==> src/rtl/mste_cpu_sched.sv <==
// mste_cpu_sched: Mega STE CPU speed / cache sequencer.
//
// Turns the configuration register requests (req_16mhz, req_cache) into an
// effective CPU speed and cache enable. It also produces the CPU clock-enable
// strobe from the 32 MHz clk, and runs the tag-RAM invalidate walk.
//
// Ports:
//   clk           32 MHz system clock, rising edge
//   reset_n       synchronous reset, active low
//   req_16mhz     requested CPU speed (1 = 16 MHz)
//   req_cache     requested cache enable
//   bus_idle      no CPU bus cycle in progress
//   flush_req     single-cycle full tag invalidate request
//   cpu_clken     CPU clock-enable pulse, one clk wide
//   speed_16      current effective speed (1 = 16 MHz)
//   cache_en      cache usable for hits and fills
//   tag_clr_we    tag RAM invalidate write strobe
//   tag_clr_addr  tag RAM line being invalidated
//   flush_busy    invalidate walk in progress
//
// state | meaning
// ------+---------------------------------------------------------------
// INIT  | out of reset; tag contents unknown, walk starts on next clk
// RUN   | tags valid; cache_en follows the effective cache request
// FLUSH | invalidate walk, one line per clk, from line 0 to the last line
module mste_cpu_sched #(
    parameter int LINE_AW = 13
) (
    input  logic               clk,
    input  logic               reset_n,
    input  logic               req_16mhz,
    input  logic               req_cache,
    input  logic               bus_idle,
    input  logic               flush_req,
    output logic               cpu_clken,
    output logic               speed_16,
    output logic               cache_en,
    output logic               tag_clr_we,
    output logic [LINE_AW-1:0] tag_clr_addr,
    output logic               flush_busy
);

    typedef enum logic [1:0] {
        INIT  = 2'd0,
        RUN   = 2'd1,
        FLUSH = 2'd2
    } state_t;

    localparam logic [LINE_AW-1:0] LAST_LINE = '1;

    state_t             state_q, state_d;
    logic [1:0]         ph_q, ph_d;
    logic               speed_q, speed_d;
    logic               ceff_q, ceff_d;
    logic [LINE_AW-1:0] addr_q, addr_d;
    logic               ceff;
    logic               restart;

    always_ff @(posedge clk) begin
        if (!reset_n) begin
            state_q <= INIT;
            ph_q    <= 2'd0;
            speed_q <= 1'b0;
            ceff_q  <= 1'b0;
            addr_q  <= '0;
        end else begin
            state_q <= state_d;
            ph_q    <= ph_d;
            speed_q <= speed_d;
            ceff_q  <= ceff_d;
            addr_q  <= addr_d;
        end
    end

    // ph == 3 is a strobe at both rates, so switching there never produces
    // a short or stretched CPU cycle.
    always_comb begin
        ph_d    = ph_q + 2'd1;
        speed_d = speed_q;
        if ((ph_q == 2'd3) && bus_idle && (req_16mhz != speed_q)) begin
            speed_d = req_16mhz;
        end
    end

    // The cache is only valid at 16 MHz; any loss of the effective request
    // leaves stale tags behind and forces a walk.
    always_comb begin
        ceff    = speed_q & req_cache;
        ceff_d  = ceff;
        restart = flush_req | (ceff_q & ~ceff);
    end

    always_comb begin
        state_d = state_q;
        addr_d  = addr_q;
        case (state_q)
            INIT: begin
                state_d = FLUSH;
                addr_d  = '0;
            end
            RUN: begin
                if (restart) begin
                    state_d = FLUSH;
                    addr_d  = '0;
                end
            end
            FLUSH: begin
                // A restart wins over completion, even on the last line.
                if (restart) begin
                    addr_d = '0;
                end else if (addr_q == LAST_LINE) begin
                    state_d = RUN;
                    addr_d  = '0;
                end else begin
                    addr_d = addr_q + 1'b1;
                end
            end
            default: begin
                state_d = INIT;
                addr_d  = '0;
            end
        endcase
    end

    always_comb begin
        cpu_clken    = reset_n & (speed_q ? ph_q[0] : (ph_q == 2'd3));
        speed_16     = speed_q;
        cache_en     = (state_q == RUN) & ceff;
        tag_clr_we   = (state_q == FLUSH);
        flush_busy   = (state_q == FLUSH);
        tag_clr_addr = addr_q;
    end

endmodule

==> config.mk <==
export PLATFORM = sky130hd
export DESIGN_NAME = mste_cpu_sched
export DESIGN_NICKNAME = d
export VERILOG_FILES = /design/src/rtl/mste_cpu_sched.sv
export SDC_FILE = /design/constraint.sdc
export NUM_CORES = 1
export LEC_CHECK = 0
export CAP_MARGIN = 20
export CORE_MARGIN = 2
export CORE_UTILIZATION = 30
export DETAILED_ROUTE_END_ITERATION = 8
export GPL_TIMING_DRIVEN = 1
export SYNTH_ARGS = -nofsm -noshare
export SYNTH_HDL_FRONTEND = slang
export SYNTH_SLANG_ARGS = --single-unit
==> constraint.sdc <==
create_clock -name clk -period 1.7 [get_ports clk]
set_input_delay 0.34 -clock clk [delete_from_list [all_inputs] [get_ports clk]]
set_output_delay 0.34 -clock clk [all_outputs]
set_load 0.05 [all_outputs]
==> reports/qor.yml <==
run_status:
  status: "finished, final reports clean"
cts:
  post-cts-setup-buffers: 0
  post_cts_resize_count: 0
  clk_root_buffer_cell: "clkbuf_4"
  cts-hold-fix-buffers: 0
  clock-sinks: 19
  cts_buffers: 3
  clk_path_buf_depth: 2
  h_tree_depth: 1
  tritoncts: "built"
  clk_latency_ns: 0.30
  clkSlewWorstSetupHoldPaths_ns: 0.11
worst_setup_path:
  timing.critical_path.arrival_ns: 1.81
  cp_slowest_cell: "or4_4"
  critical_path.endpoint_type: "register"
  criticalPathCategory: "reg -> reg"
  critical-path-top-delay-family: "simple AND/OR/NAND/NOR gates"
  cp_slowest_stage_delay_ns: 0.65
  worstPathBufferInverterCount: 0
  critical_path_cell_count: 4
  critPathMaxFanout: 16
  crit_chain: "nand4_4, or4_4, o31ai_1, a221oi_1"
  cp-start-kind: "register"
  cp_data_required_time_ns: 1.89
  worstRegToRegCells: 4
global_routing:
  grt_first_pass_wirelength_um: 4210
  first_global_vias: 908
  grt_overflow: 0
  maximum_number_of_pins_on_one_net_before_global_route_repair: 17
  number_of_antenna_violations_at_the_first_check_in_global_routing: 0
  globalRouteTotalUtil_pct: 15.2
timing:
  max-slew-margin-rel_pct: 69.0
  timing.clock.skew_ns: 0.00622
  period_minus_slack_ns: 1.62
  drv_slew: 0
  period_share_pct: 95.1
  max_clock_freq_mhz: 619
  rsz_0062_raised_after_global_routing: "false"
  layout_setup_ws_ns: 0.0836
  worst_tran_pin_value_ns: 0.460
  finalSetupViolations: 0
  finalHoldWorstSlack_ns: 0.435
  finalHoldViolations: 0
placed_design:
  numPlacedInstances: 187
  place_ws_ns: -0.168
  portBuffers: 23
  place.detailed.hpwl_um: 1860
  place.gp.congestion: 0.856
  post_detailed_placement_cell_area_um2: 1340
synthesis:
  synthesis.yosys.warnings: 0
  synth.cell_area_um2: 987
  ys_dominant_reg_cell: "dfxtp_1"
  synth-edff-count: 0
  post_synth_main_area_contributors: "dfxtp_1, nand3_1, nand2_1"
  synth_nets: 127
  synth_area_per_cell_um2: 8.30
  synth_seq_area_share_pct: 38.5
  synth_top_cell_area_share_pct: 38.5
  synth.distinct_cells: 37
  post-synth-top-area-cell: "dfxtp_1"
  syn-instance-count: 119
  yosys_register_bits: 19
  async_flop_share_pct: 0
worst_hold_path:
  instance_count_along_the_most_critical_hold_path: 1
  hp-class: "reg -> reg"
power_and_ir_drop:
  power.ir.vdd_worst_uv: 219
  power_per_cell_area_nw_per_um2: 562
  p_leak_nw: 0.473
routing:
  drt_pre_antenna_iters: 4
  remaining_drc_errors: 0
  routed_wire_length_per_instance_um: 13.4
  vias: 1010
  route.antenna.remaining_nets: 0
  wl_um: 2570
  dr.first_iter.drc_count: 35
  route.detailed.vias_per_inst: 5.29
layout:
  nets_final: 156
  areaGrowthSynthToFinish_pct: 39.2
  stdcell_area_um2: 1370
  num-fill-cells: 341
  insertedDiodeCount: 0
  final_core_util_pct: 44.3
  final_cell_count_no_fill: 191
  layout-drive-gt1-share_pct: 33.3
floorplan:
  fp.dieArea_um2: 3770
  die_outline_height_um: 61.4
  boundaryPins: 24
  fp.dieW_um: 61.4
  design.core.area_um2: 3100
  initial_utilization_pct: 31.8
  rows: 20
flow_run:
  max-cap-violations: 0
## state kept, by name (all words and copies together), names as in the netlist
| signal | count |
|---|---|
| tag_clr_addr | 13 |
| ph_q | 2 |
| state_q | 2 |
| ceff_q | 1 |
| speed_16 | 1 |
## routing by layer
| layer | wire length (um) | track usage [%] |
|---|---|---|
| met3 | 97 | 1.26 |
| met5 | 0 | 0 |
| met2 | 1250 | 25.2 |
| met4 | 61 | 8.21 |
| met1 | 1160 | 19.5 |
## layout make-up
class                      count  area (um2)  share of cell area [%]
tap                           44        55.1                    4.01
sequential                    19         424                    30.9
clock buffer                   4        26.3                    1.91
multi-input combinational     91         569                    41.4
inverter                       3        11.3                   0.820
timing repair buffer          30         288                    20.9
## Yosys cell counts (2+ instances only)
master / instances
a21oi_1: 6
a31oi_1: 5
a32oi_1: 2
buf_6: 2
clkbuf_1: 3
dfxtp_1: 19
ha_1: 2
inv_1: 3
nand2_1: 14
nand2b_1: 2
nand3_1: 11
nand3b_1: 2
nand4_1: 3
nand4b_1: 2
nor2_1: 8
nor3_1: 9
o2111ai_1: 2
o21a_1: 2
o21ai_0: 3
xnor2_1: 2
## power by group
part | internal [mW] | total [mW] | switching (mW)
clock | 0.0916 | 0.236 | 0.144
sequential | 0.438 | 0.444 | 0.00597
combinational | 0.0418 | 0.0924 | 0.0506
total | 0.571 | 0.772 | 0.201
## stage by stage
stage	total power, mW	setup TNS [ns]
final	0.772	0
after global routing	0.804	0
after CTS	0.786	0
after detailed placement	0.545	-1.03
after global placement	0.543	-0.860
after floorplan	0.500	-0.0739
## worst paths after layout
kind	start	endpoint	slack (ns)
max	tag_clr_addr[5]	state_q[1]	0.08
min	ph_q[0]	ph_q[0]	0.43
max reg2reg	tag_clr_addr[5]	state_q[1]	0.08
min reg2reg	ph_q[0]	ph_q[0]	0.43
## cell families (layout without fill, tap and decap cells)
logic type / after synthesis / count (layout) / share of synthesized area (%)
AOI/OAI and AO/OA: 28 / 28 / 19.4
xor gates and xnor gates: 2 / 2 / 1.77
adders and majority gates: 2 / 2 / 2.53
and+or+nand+nor: 58 / 58 / 31.4
buffers and inverters: 9 / 37 / 5.32
DFF: 19 / 19 / 38.5
muxes: 1 / 1 / 1.01
## cell usage in the layout, fill, tap and decap left out, types with 4 or more instances in the layout
| master | count |
|---|---|
| nand3_1 | 11 |
| nor3_1 | 9 |
| nor2_1 | 7 |
| dfxtp_2 | 5 |
| dfxtp_4 | 10 |
| a21oi_1 | 6 |
| nand2_1 | 14 |
| a31oi_1 | 5 |
| buf_4 | 21 |
| buf_12 | 4 |
| dfxtp_1 | 4 |
| clkdlybuf4s50_1 | 5 |
(Power assumes the default switching activity.)
